$ cat src/rtl/vga_timing_gen_if.sv
// Raster timing bundle: pixel coordinates, active/sync flags and animation strobes.
interface vga_timing_gen_if;
    logic [9:0] xx;
    logic [9:0] yy;
    logic       aactive;
    logic       hsync;
    logic       vsync;
    logic       line_start;
    logic       frame_start;
    logic [7:0] frame_cnt;

    modport master (
        output xx, yy, aactive, hsync, vsync, line_start, frame_start, frame_cnt
    );

    modport slave (
        input xx, yy, aactive, hsync, vsync, line_start, frame_start, frame_cnt
    );
endinterface

$ cat src/rtl/vga_timing_gen.sv
// Raster timing generator: pixel/line counters with registered active, sync and strobe flags.
module vga_timing_gen #(
    parameter int unsigned H_ACTIVE = 640,
    parameter int unsigned H_FP     = 16,
    parameter int unsigned H_SYNC   = 96,
    parameter int unsigned H_BP     = 48,
    parameter int unsigned V_ACTIVE = 480,
    parameter int unsigned V_FP     = 10,
    parameter int unsigned V_SYNC   = 2,
    parameter int unsigned V_BP     = 33
) (
    input  logic              Pclk,
    input  logic              reset,
    vga_timing_gen_if.master  vga
);

    localparam int unsigned H_TOTAL = H_ACTIVE + H_FP + H_SYNC + H_BP;
    localparam int unsigned V_TOTAL = V_ACTIVE + V_FP + V_SYNC + V_BP;

    if (H_TOTAL > 1024 || V_TOTAL > 1024) begin : g_size_check
        $error("vga_timing_gen: H_TOTAL and V_TOTAL must not exceed 1024");
    end

    localparam logic [9:0]  HLast     = 10'(H_TOTAL - 1);
    localparam logic [9:0]  VLast     = 10'(V_TOTAL - 1);
    // 11-bit bounds so a window ending exactly at 1024 still compares correctly
    localparam logic [10:0] HAct      = 11'(H_ACTIVE);
    localparam logic [10:0] HSyncBeg  = 11'(H_ACTIVE + H_FP);
    localparam logic [10:0] HSyncEnd  = 11'(H_ACTIVE + H_FP + H_SYNC);
    localparam logic [10:0] VAct      = 11'(V_ACTIVE);
    localparam logic [10:0] VSyncBeg  = 11'(V_ACTIVE + V_FP);
    localparam logic [10:0] VSyncEnd  = 11'(V_ACTIVE + V_FP + V_SYNC);

    logic [9:0] xx_q, xx_d;
    logic [9:0] yy_q, yy_d;
    logic [7:0] cnt_q, cnt_d;
    logic       aactive_q, aactive_d;
    logic       hsync_q, hsync_d;
    logic       vsync_q, vsync_d;
    logic       line_start_q, line_start_d;
    logic       frame_start_q, frame_start_d;
    logic       init_q;

    logic        x_wrap, y_wrap;
    logic [10:0] xe, ye;

    always_comb begin
        x_wrap = (xx_q == HLast);
        y_wrap = (yy_q == VLast);

        xx_d = x_wrap ? '0 : xx_q + 10'd1;
        yy_d = yy_q;
        if (x_wrap) begin
            yy_d = y_wrap ? '0 : yy_q + 10'd1;
        end

        // The wrap out of the reset state starts frame 0 and is not counted
        cnt_d = cnt_q;
        if (x_wrap && y_wrap && !init_q) begin
            cnt_d = cnt_q + 8'd1;
        end

        // Flags come from the next-state coordinates so they land with them
        xe            = {1'b0, xx_d};
        ye            = {1'b0, yy_d};
        aactive_d     = (xe < HAct) && (ye < VAct);
        hsync_d       = !((xe >= HSyncBeg) && (xe < HSyncEnd));
        vsync_d       = !((ye >= VSyncBeg) && (ye < VSyncEnd));
        line_start_d  = (xx_d == '0);
        frame_start_d = (xx_d == '0) && (yy_d == '0);
    end

    always_ff @(posedge Pclk) begin
        if (reset) begin
            xx_q          <= HLast;
            yy_q          <= VLast;
            cnt_q         <= '0;
            aactive_q     <= 1'b0;
            hsync_q       <= 1'b1;
            vsync_q       <= 1'b1;
            line_start_q  <= 1'b0;
            frame_start_q <= 1'b0;
            init_q        <= 1'b1;
        end else begin
            xx_q          <= xx_d;
            yy_q          <= yy_d;
            cnt_q         <= cnt_d;
            aactive_q     <= aactive_d;
            hsync_q       <= hsync_d;
            vsync_q       <= vsync_d;
            line_start_q  <= line_start_d;
            frame_start_q <= frame_start_d;
            init_q        <= 1'b0;
        end
    end

    assign vga.xx          = xx_q;
    assign vga.yy          = yy_q;
    assign vga.aactive     = aactive_q;
    assign vga.hsync       = hsync_q;
    assign vga.vsync       = vsync_q;
    assign vga.line_start  = line_start_q;
    assign vga.frame_start = frame_start_q;
    assign vga.frame_cnt   = cnt_q;

endmodule
$ cat src/flat_wrapper.sv
// flat-port wrapper written by rule: the top's interface ports become plain ports
module vga_timing_gen_flat 
#(
    parameter int unsigned H_ACTIVE = 640,
    parameter int unsigned H_FP     = 16,
    parameter int unsigned H_SYNC   = 96,
    parameter int unsigned H_BP     = 48,
    parameter int unsigned V_ACTIVE = 480,
    parameter int unsigned V_FP     = 10,
    parameter int unsigned V_SYNC   = 2,
    parameter int unsigned V_BP     = 33
)
  (Pclk, reset, vga_xx, vga_yy, vga_aactive, vga_hsync, vga_vsync, vga_line_start, vga_frame_start, vga_frame_cnt);
  vga_timing_gen_if vga_i ();
  input  logic Pclk;
  input  logic reset;
  output wire logic [$bits(vga_i.xx)-1:0] vga_xx;
  output wire logic [$bits(vga_i.yy)-1:0] vga_yy;
  output wire logic [$bits(vga_i.aactive)-1:0] vga_aactive;
  output wire logic [$bits(vga_i.hsync)-1:0] vga_hsync;
  output wire logic [$bits(vga_i.vsync)-1:0] vga_vsync;
  output wire logic [$bits(vga_i.line_start)-1:0] vga_line_start;
  output wire logic [$bits(vga_i.frame_start)-1:0] vga_frame_start;
  output wire logic [$bits(vga_i.frame_cnt)-1:0] vga_frame_cnt;
  assign vga_xx = vga_i.xx;
  assign vga_yy = vga_i.yy;
  assign vga_aactive = vga_i.aactive;
  assign vga_hsync = vga_i.hsync;
  assign vga_vsync = vga_i.vsync;
  assign vga_line_start = vga_i.line_start;
  assign vga_frame_start = vga_i.frame_start;
  assign vga_frame_cnt = vga_i.frame_cnt;
  vga_timing_gen #(.H_ACTIVE(H_ACTIVE), .H_FP(H_FP), .H_SYNC(H_SYNC), .H_BP(H_BP), .V_ACTIVE(V_ACTIVE), .V_FP(V_FP), .V_SYNC(V_SYNC), .V_BP(V_BP)) u_core (.Pclk(Pclk), .reset(reset), .vga(vga_i));
endmodule
$ cat config.mk
export PLATFORM = sky130hd
export DESIGN_NAME = vga_timing_gen_flat
export DESIGN_NICKNAME = d
export VERILOG_FILES = /design/src/rtl/vga_timing_gen_if.sv /design/src/rtl/vga_timing_gen.sv /design/src/flat_wrapper.sv
export SDC_FILE = /design/constraint.sdc
export NUM_CORES = 1
export LEC_CHECK = 0
export CAP_MARGIN = 20
export CELL_PAD_IN_SITES_DETAIL_PLACEMENT = 1
export CELL_PAD_IN_SITES_GLOBAL_PLACEMENT = 1
export CORE_MARGIN = 10
export CORE_UTILIZATION = 35
export DETAILED_ROUTE_END_ITERATION = 16
export HOLD_SLACK_MARGIN = 0.12
export PLACE_DENSITY_LB_ADDON = 0.08
export SLEW_MARGIN = 5
export SYNTH_ARGS = -nofsm -noshare
export SYNTH_HDL_FRONTEND = slang
export SYNTH_SLANG_ARGS = --single-unit
$ cat constraint.sdc
create_clock -name Pclk -period 2.8 [get_ports Pclk]
set_input_delay 0.7 -clock Pclk [delete_from_list [all_inputs] [get_ports Pclk]]
set_output_delay 0.7 -clock Pclk [all_outputs]
set_load 0.01 [all_outputs]
; ---- After elaboration in Yosys (flattened, before gate mapping)
; Cells that the tools add are included.
[totals]
in_bits = 2
regBits = 34
output_inout_bits = 33
word_cells = 35
[classes]
eq_ne = 2
muxes = 4
reduce_logical = 11
addsub = 3
magnitude_cmp = 6
[op_table]
columns = operator, count
row1 = 2-to-1 mux 10 bit, 3
row2 = adder 10 x 1 -> 10 bit (second input constant), 2
row3 = == test 10 bit (second input constant), 2
row4 = logical NOT 10 bit, 2
row5 = less-than comparator 10 bit (second input constant), 2
row6 = less-than comparator 10 x 9 -> 1 bit (second input constant), 2
row7 = >= comparator 10 bit (second input constant), 1
row8 = >= comparator 10 x 9 -> 1 bit (second input constant), 1
row9 = adder 8 x 1 -> 8 bit (second input constant), 1
row10 = logical AND 1 bit, 6
row11 = logical NOT 1 bit, 3
row12 = 2-to-1 mux 1 bit, 1

; ---- Logic depth before layout (Yosys ltp)
; Gate-level depths: netlist (run 1).
[depth]
word_depth = 6
ltp_mapped = 8
ltp_nobuf = 8

; ---- Least setup slack after synthesis (run 1)
; No wires, ideal clock.
[synth_path]
path_type = reg-to-reg
from = register u_core.xx_q[0], in the netlist u_core.vga.xx[0]
to = register u_core.vsync_q, in the netlist u_core.vga.vsync
stages_incl_launch_ff = 8
path_buffers = 0
setup_ns = 0.131
period_less_slack_ns = 2.234
t_required_ns = 2.669
setup_slack_ns = 0.566
arrival_time_ns = 2.103
cell_sequence = dfxtp_1 ha_1 and4_4 nand3_4 or4_4 o221ai_2 o311ai_4 nand3b_1
[synth_between]
elab_chain_cells = 5
word_cells_on_any_way = 6
cone_classes = order compare: 2 / eq/ne: 1 / mux: 1 / reduce/logical: 2
[synth_lines]
columns = item, line_no
row1 = from (decl), vga_timing_gen.sv:34  ; logic [9:0] xx_q, xx_d;
row2 = from (signal assigned), vga_timing_gen.sv:75  ; xx_q <= HLast;
row3 = == test 10 bit *, vga_timing_gen.sv:48  ; x_wrap = (xx_q == HLast);
row4 = 2-to-1 mux 10 bit *, vga_timing_gen.sv:53  ; if (x_wrap) begin
row5 = >= comparator 10 x 9 -> 1 bit or less-than comparator 10 x 9 -> 1 bit (tied branches), vga_timing_gen.sv:68  ; vsync_d = !((ye >= VSyncBeg) && (ye < VSyncEnd));
row6 = logical AND 1 bit *, vga_timing_gen.sv:68
row7 = logical NOT 1 bit *, vga_timing_gen.sv:68
row8 = to (signal assigned), vga_timing_gen.sv:90  ; vsync_q <= vsync_d;
row9 = to (decl), vga_timing_gen.sv:39  ; logic vsync_q, vsync_d;
; Every way passes the cells marked *; elsewhere a longest branch is shown, timed or not.
; A chain may end at the register's enable or synchronous reset.

; ---- Worst setup path after layout (run 1)
; Same ends and word-level chain as after synthesis.

==> results of run 1 <==
-- registers in the layout, summed over array words and instances, names as in the netlist --
name                    cells
u_core.vga.frame_cnt        8
u_core.vga.xx              10
u_core.init_q               1
u_core.vga.yy              10
u_core.vga.aactive          1
u_core.vga.vsync            1
u_core.vga.frame_start      1
u_core.vga.line_start       1
u_core.vga.hsync            1
-- path summary, 6_finish.rpt --
path / slack (ps) / from / cells after the start / end
worst max-delay path: 310 / u_core.vga.xx[0] / 7 / u_core.vga.vsync
worst min-delay path: 530 / u_core.vga.frame_cnt[7] / 2 / u_core.vga.frame_cnt[7]
worst max register to register: 310 / u_core.vga.xx[0] / 7 / u_core.vga.vsync
worst min register to register: 530 / u_core.vga.frame_cnt[7] / 2 / u_core.vga.frame_cnt[7]
-- logic make-up (layout without fill, tap and decap cells) --
family	Yosys count	after routing	share of synthesized area
flip-flops	34	34	0.387
multiplexers	2	2	0.0135
buffers and inverters	15	52	0.0420
adder cells (fa/ha/maj)	4	4	0.0285
AND/OR/NAND/NOR	90	90	0.283
AO/OA/AOI/OAI	30	30	0.131
XOR/XNOR	23	23	0.115
-- cells in the mapped netlist (4+ instances only) --
cell	instances
dfxtp_1	34
nor2_1	23
nand2_1	17
nand3_1	13
xor2_1	12
nor3_1	11
xnor2_1	11
o21ai_0	8
a21oi_1	6
inv_1	6
nand4_1	5
clkbuf_1	4
ha_1	4
-- per-layer routing --
layer  track usage  routed length, µm
met1         0.147               2250
met2         0.201               2420
met3        0.0466                303
met4        0.0444                 67
met5             0                  0
-- area by class of cell --
class | count | share of cell area
clock buffer | 7 | 0.0337
clock inverter | 1 | 0.0133
inverter | 6 | 0.00994
multi-input combinational | 149 | 0.442
sequential | 34 | 0.300
tap | 67 | 0.0370
timing repair buffer | 38 | 0.163
-- where the power goes --
part	switching [µW]	internal, µW
Combinational	552	504
Sequential	157	571
Clock	176	266
-- per-stage QoR --
stage | util | instance area (µm²)
global route | 0.473 | 2270
finish | 0.473 | 2270
CTS | 0.473 | 2270
global placement | 0.451 | 2160
floorplan | - | 1760
detailed placement | 0.451 | 2160
-- critical path: stages, from the launching register on --
cell	delay (ps)
dfxtp_1	400
ha_1	300
and4_4	300
nand3_4	180
or4_4	640
o221ai_2	220
o311ai_4	150
nand3b_1	180
==> impl_results.md, run 1 <==
- Area grow syn2layout: 29.0%
- Syn Nets: 204
- Post-synth top flop: dfxtp_1
- Iteration-0 DRC Markers: 69
- Final ANT Viol Nets: 0
- Count of buffers from port buffering: 34
- Placement Setup Slack: 308 ps
- Final Cycle Share: 0.888
- Cts bufs inserted: 5
- H-tree depth: 2
- Vias/cell: 5.26
- CP Launch Type: flip-flop
- Post-cts sizing count: 0
- GRT Overall Usage: 0.125
- Clock root buffer: clkbuf_8
- PnR worst setup slack: 313 ps
- Design Power: 2230 µW
- Maximum clock frequency: 402 MHz
- Setup Fix Bufs, Post-CTS: 0
- Clock sink total: 34
- Synth top area cells: dfxtp_1, xor2_1, xnor2_1
- Global route overflow: 0
- Post-DP HPWL: 3880 µm
- Register area share after synthesis: 0.387
- Yosys reg bits: 34
- Avg Cell Area, Syn: 8.87 µm²
- Worst skew pair latency: 280 ps
- Final setup viols: 0
- Slew Limit Fails: 0
- Endpoint required time on the critical path: 2960 ps
- Status: completed
- Routed WL: 5040 µm
- Ys Warns: 0
- MaxCap Viol Count: 0
- Nets: 240
- Crit end category: flip-flop
- Final Non-Filler Cells: 302
- Multi-input logic area: 1000 µm²
- Peak supply drop: 0.318 mV
- Via count: 1,589
- Critical path type: reg -> reg
- Worst-path fanout max: 14
- Fin Clk Skew: 5.40 ps
- Area leader, netlist: dfxtp_1
- Worst min path class: reg -> reg
- Wire length of the first global-routing pass: 8470 µm
- Endpoints failing hold: 0
- Routed WL per cell: 16.7 µm
- Row count: 25
- Arrival @ worst endpoint: 2650 ps
- Hold WS: 534 ps
- Layout cells sized above 1: 0.0979
- Post-synth EDFFs: 0
- FF/Latch Area: 681 µm²
- DR pass1 iterations: 4
- PD cells: 982 nW/µm²
- Vias in the first global route: 1,627
- Most frequent cells in the layout: clkdlybuf4s50_1, dfxtp_1, nor2_1, nand2_1, nand3_1
- Die area: 8250 µm²
- Setup TNS: 0 ps
- Die X: 90.8 µm
- Placed insts: 294
- Die H: 90.8 µm
- Initial core utilization: 0.367
- FILL cells: 580
- Core outline area: 4790 µm²
- P_leak: 0.000824 µW
- Post-Syn Area: 1760 µm²
- Cell variety after synth: 47
- Slew Limit Headroom: 0.568
- Remaining DRCs: 0
- Largest net degree at the start of global routing: 20
- Post-Synthesis Cells: 198
- CTS tree: built
- Yosys top cell area share: 0.387
- # IOs: 35
- Worst-margin pin slew: 641 ps
- CTS Buffer Depth: 2
- Initial antenna violation count: 0
- Clk slew on worst S/H paths: 70 ps
- GP Congestion: 0.862
- RSZ-0062 raised after global routing: false
- Hold-fix buffers at CTS: 0
- N_diodes: 0
- Post-synthesis async set-or-reset flop share: 0
- Period minus WS final: 2490 ps
Note: power is estimated with default switching activity, not from simulation.
==> run 2, diff against run 1 <==
--- a/config.mk
+++ b/config.mk
@@ -11,6 +11,7 @@
 export CORE_MARGIN = 10
 export CORE_UTILIZATION = 35
 export DETAILED_ROUTE_END_ITERATION = 16
+export DONT_BUFFER_PORTS = 1
 export HOLD_SLACK_MARGIN = 0.12
 export PLACE_DENSITY_LB_ADDON = 0.08
 export SLEW_MARGIN = 5
==> impl_results.md, run 2 (synthesized netlist as in run 1, its figures left out) <==
- Status: completed
- Cts bufs inserted: 5 (unchanged)
- Peak supply drop: 0.348 mV (+9.3%)
- Vias in the first global route: 1,486 (-8.7%)
- Hold-fix buffers at CTS: 0 (unchanged)
- Die X: 90.8 µm (unchanged)
- Post-cts sizing count: 0 (unchanged)
- Maximum clock frequency: 394 MHz (-1.9%)
- Remaining DRCs: 0 (unchanged)
- PnR worst setup slack: 264 ps (-49.4 ps)
- Nets: 207 (-14%)
- Row count: 25 (unchanged)
- Clk slew on worst S/H paths: 70 ps (about the same)
- Vias/cell: 5.30 (+0.75%)
- Iteration-0 DRC Markers: 57 (-17%)
- GP Congestion: 0.812 (-5.9%)
- Endpoint required time on the critical path: 2960 ps (about the same)
- Worst-margin pin slew: 559 ps (-82.8 ps)
- CTS tree: built
- Via count: 1,426 (-10%)
- Net Switching: 852 µW (-3.7%)
- Crit end category: flip-flop
- Final Cycle Share: 0.906 (+0.0176)
- Most common cell after layout, fill and taps aside: dfxtp_1
- Post-DP HPWL: 3590 µm (-7.3%)
- Sw Ratio: 0.430 (+0.0324)
- MaxCap Viol Count: 0 (unchanged)
- Worst-path fanout max: 14 (unchanged)
- Reg2Reg Depth: 7 (unchanged)
- GRT Overall Usage: 0.117 (-0.00792)
- Arrival @ worst endpoint: 2690 ps (+40 ps)
- Reg2Reg Launch Point: u_core.vga.xx[1]
- Share of power burned in registers: 0.383 (+0.056)
- Critical path type: reg -> reg
- Core outline area: 4790 µm² (unchanged)
- Clock sink total: 34 (unchanged)
- Count of buffers from port buffering: 0 (-100%)
- Worst skew pair latency: 280 ps (about the same)
- Layout cells sized above 1: 0.124 (+0.0259)
- RSZ-0062 raised after global routing: false
- Fin Clk Skew: 3.66 ps (-1.74 ps)
- DR pass1 iterations: 4 (unchanged)
- Clock root buffer: clkbuf_8
- FILL cells: 565 (-2.6%)
- Routed WL per cell: 17.5 µm (+5.1%)
- Hold Crit Endpoint: u_core.init_q
- Area grow syn2layout: 9.19%
- N_diodes: 0 (unchanged)
- Final Non-Filler Cells: 269 (-11%)
- Wire length of the first global-routing pass: 7910 µm (-6.7%)
- Routed WL: 4720 µm (-6.4%)
- Initial core utilization: 0.367 (unchanged)
- Comb power frac: 0.429 (-0.045)
- Slew Limit Fails: 0 (unchanged)
- Final ANT Viol Nets: 0 (unchanged)
- Setup Fix Bufs, Post-CTS: 0 (unchanged)
- Hold depth: 0 (-2)
- Worst min path class: in -> reg
- Initial antenna violation count: 0 (unchanged)
- PD cells: 1030 nW/µm² (+5.1%)
- Period minus WS final: 2540 ps (+49.4 ps)
- Placed insts: 261 (-11%)
- Placement Setup Slack: 259 ps (-49.5 ps)
- Final setup viols: 0 (unchanged)
- Most frequent cells in the layout: dfxtp_1, nor2_1, nand2_1, nand3_1, xor2_1
- Clock Power Share: 0.187 (-0.012)
- Setup TNS: 0 ps (unchanged)
- CTS Buffer Depth: 2 (unchanged)
- R2R setup slack: 260 ps (-50 ps)
- P_leak: 0.000698 µW (-15%)
- Die area: 8250 µm² (unchanged)
- P_int: 1130 µW (-16%)
- Die H: 90.8 µm (unchanged)
- CP Launch Type: flip-flop
- Slew Limit Headroom: 0.624 (+0.0557)
- Largest net degree at the start of global routing: 23 (+15%)
- Hold path start: reset
- Global route overflow: 0 (unchanged)
- FF-to-FF End: u_core.vga.vsync
- # IOs: 35 (unchanged)
- H-tree depth: 2 (unchanged)
- Endpoints failing hold: 0 (unchanged)
-- run 2: changes by cell type in the layout (fill, tap and decap cells not counted), sizes merged --
| cell | previous run | this run |
|---|---|---|
| bufinv | 1 | 0 |
| clkinv | 0 | 1 |
| clkdlybuf4s50 | 34 | 0 |
| buf | 4 | 5 |
-- run 2: worst max path at each step --
stage	from	to	slack, ps	cells past startpoint
after global placement	u_core.vga.xx[1]	u_core.vga.vsync	340	7
after detailed placement	u_core.vga.xx[1]	u_core.vga.vsync	260	7
final	u_core.vga.xx[1]	u_core.vga.vsync	260	7
after floorplan	u_core.vga.xx[0]	u_core.vga.vsync	570	7
after CTS	u_core.vga.xx[1]	u_core.vga.vsync	250	7
after global routing	u_core.vga.xx[1]	u_core.vga.vsync	110	7
-- run 2: through the flow --
stage / total power, µW / util / instance area [µm²] / hold WS, ps
global route: 2150 / 0.401 / 1920 / 425
CTS: 2010 / 0.401 / 1920 / 438
finish: 1980 / 0.401 / 1920 / 448
global placement: 1600 / 0.382 / 1830 / 556
detailed placement: 1630 / 0.382 / 1830 / 562
floorplan: 1420 / - / 1760 / 524
-- run 2: critical path, cell delays in order, from the launching register on --
cell	delay, ps
dfxtp_1	430
ha_1	320
and4_4	310
nand3_4	180
or4_4	630
o221ai_2	200
o311ai_4	150
nand3b_1	190
-- run 2: cell type report --
type	count	area (µm²)	area share
multi-input cells	149	1000	0.523
well taps	67	83.8	0.0437
clock buffers	7	86.3	0.0450
clock inverters	1	5.00	0.00261
repair buffers	5	37.5	0.0196
inverters	6	22.5	0.0117
flip-flops and latches	34	681	0.355
-- run 2: per-layer routing --
metal,track usage,part of all wire
met4,0.0444,0.013
met1,0.131,0.44
met3,0.0557,0.078
met2,0.187,0.47
met5,0,0
-- run 2: power groups by stage --
stage | logic, µW | registers (µW) | clock network, µW
floorplan | 712 | 709 | 0
global placement | 826 | 771 | 0
detailed placement | 853 | 777 | 0
CTS | 859 | 765 | 385
global route | 946 | 785 | 418
finish | 851 | 759 | 371
==> run 3, diff against run 2 <==
--- a/config.mk
+++ b/config.mk
@@ -13,7 +13,7 @@
 export DETAILED_ROUTE_END_ITERATION = 16
 export DONT_BUFFER_PORTS = 1
 export HOLD_SLACK_MARGIN = 0.12
-export PLACE_DENSITY_LB_ADDON = 0.08
+export PLACE_DENSITY = 0.65
 export SLEW_MARGIN = 5
 export SYNTH_ARGS = -nofsm -noshare
 export SYNTH_HDL_FRONTEND = slang
==> impl_results.md, run 3 (synthesized netlist as in run 1, its figures left out) <==
- Slowest cell on the critical path: or4_4
- Global route overflow: 0 (unchanged)
- Row count: 25 (unchanged)
- Area grow syn2layout: 10.5%
- Worst skew pair latency: 300 ps (+20 ps)
- Most frequent cells in the layout: dfxtp_1, nor2_1, nand2_1, nand3_1, xor2_1
- Crit end category: flip-flop
- CTS tree: built
- Hold WS: 424 ps (-24.4 ps)
- Setup Fix Bufs, Post-CTS: 0 (unchanged)
- Initial core utilization: 0.367 (unchanged)
- CP Launch Type: flip-flop
- Worst-margin pin slew: 718 ps (+159 ps)
- Die X: 90.8 µm (unchanged)
- Remaining DRCs: 0 (unchanged)
- GRT Overall Usage: 0.115 (-0.00170)
- Clock root buffer: clkbuf_8
- Post-DP HPWL: 3600 µm (+0.13%)
- Peak supply drop: 0.359 mV (+3.1%)
- Core outline area: 4790 µm² (unchanged)
- Die H: 90.8 µm (unchanged)
- Worst min path class: in -> reg
- Fin Clk Skew: 4.82 ps (+1.15 ps)
- Period minus WS final: 2560 ps (+28.1 ps)
- Routed WL: 4690 µm (-0.61%)
- Nets: 204 (-1.4%)
- Slew Limit Fails: 0 (unchanged)
- RSZ-0062 raised after global routing: false
- Layout cells sized above 1: 0.116 (-0.00818)
- FILL cells: 561 (-0.71%)
- PD cells: 1100 nW/µm² (+6.8%)
- Maximum clock frequency: 390 MHz (-1.1%)
- Worst-path fanout max: 13 (-1)
- Slew Limit Headroom: 0.517 (-0.107)
- Count of buffers from port buffering: 0 (unchanged)
- H-tree depth: 2 (unchanged)
- Status: completed
- Post-cts sizing count: 0 (unchanged)
- Endpoints failing hold: 0 (unchanged)
- Vias/cell: 5.43 (+2.5%)
- Via count: 1,445 (+1.3%)
- Hold-fix buffers at CTS: 0 (unchanged)
- Final ANT Viol Nets: 0 (unchanged)
- Routed WL per cell: 17.6 µm (+0.51%)
- P_leak: 0.000703 µW (+0.73%)
- Endpoint required time on the critical path: 3010 ps (+50 ps)
- Iteration-0 DRC Markers: 33 (-42%)
- Wire length of the first global-routing pass: 7870 µm (-0.52%)
- Final Cycle Share: 0.916 (+0.0100)
- Critical path type: reg -> reg
- Delay of the slowest critical-path stage: 550 ps (-80 ps)
- Clk slew on worst S/H paths: 80 ps (about the same)
- Final Non-Filler Cells: 266 (-1.1%)
- Initial antenna violation count: 0 (unchanged)
- Placed insts: 258 (-1.1%)
- Most common cell after layout, fill and taps aside: dfxtp_1
- Worst path cell trace: ha_1, and4_4, and3_2, o21a_1, mux2i_2, or4_4, nor4_2
- Final setup viols: 0 (unchanged)
- N_diodes: 0 (unchanged)
- # IOs: 35 (unchanged)
- Die area: 8250 µm² (unchanged)
- Setup TNS: 0 ps (unchanged)
- Final instance area: 1940 µm² (+1.2%)
- Largest net degree at the start of global routing: 23 (unchanged)
- Area post-placement: 1800 µm² (-1.2%)
- Arrival @ worst endpoint: 2770 ps (+80 ps)
- DR pass1 iterations: 4 (unchanged)
- Cts bufs inserted: 5 (unchanged)
- GP Congestion: 0.922 (+14%)
- MaxCap Viol Count: 0 (unchanged)
- Vias in the first global route: 1,494 (+0.54%)
- Clock sink total: 34 (unchanged)
- CTS Buffer Depth: 2 (unchanged)
[run 3: changes by cell type in the layout (fill, tap and decap cells not counted), sizes merged]
cell / before / now
clkbuf: 7 / 5
buf: 5 / 2
bufinv: 0 / 2
[run 3: power by group]
| group | leakage (µW) | internal, µW | switching, µW |
|---|---|---|---|
| Clock | 0.0000683 | 357 | 199 |
| Combinational | 0.000357 | 341 | 465 |
| Sequential | 0.000277 | 570 | 211 |
| Total | 0.000703 | 1270 | 875 |
[run 3: stage by stage]
step | power [µW] | util | setup slack, ps
after floorplan | 1420 | - | 566
after global placement | 1560 | 0.377 | 344
after detailed placement | 1600 | 0.377 | 239
after CTS | 2160 | 0.406 | 227
after global routing | 2290 | 0.406 | 107
final | 2140 | 0.406 | 236
[run 3: final timing paths]
path                                                to  cells after the start  slack [ps]             start
worst max-delay path            u_core.vga.frame_start                      7         240  u_core.vga.xx[1]
worst min-delay path                     u_core.init_q                      0         420             reset
worst max register to register  u_core.vga.frame_start                      7         240  u_core.vga.xx[1]
worst min register to register        u_core.vga.xx[1]                      2         570  u_core.vga.xx[0]
[run 3: routing by layer]
metal,global-route usage,vias to the layer above,wire length (µm)
li1,-,698,-
met1,0.125,702,1930
met2,0.192,38,2330
met3,0.0499,7,368
met4,0.0444,0,59
met5,0,-,0
[run 3: final cells by class]
class	count	area, µm²	area share
Sequential cell	34	681	0.351
Inverter	6	22.5	0.0116
Multi-Input combinational cell	149	1000	0.516
Clock inverter	3	68.8	0.0354
Tap cell	67	83.8	0.0432
Clock buffer	5	68.8	0.0354
Timing Repair Buffer	2	15.0	0.00773
[run 3: worst max-delay path: cells and delay by family, from the launching register on]
family          cells  cell delay (ps)
fa+ha+maj           1              320
compound gates      1              190
flops               1              440
simple gates        4             1440
mux                 1              100
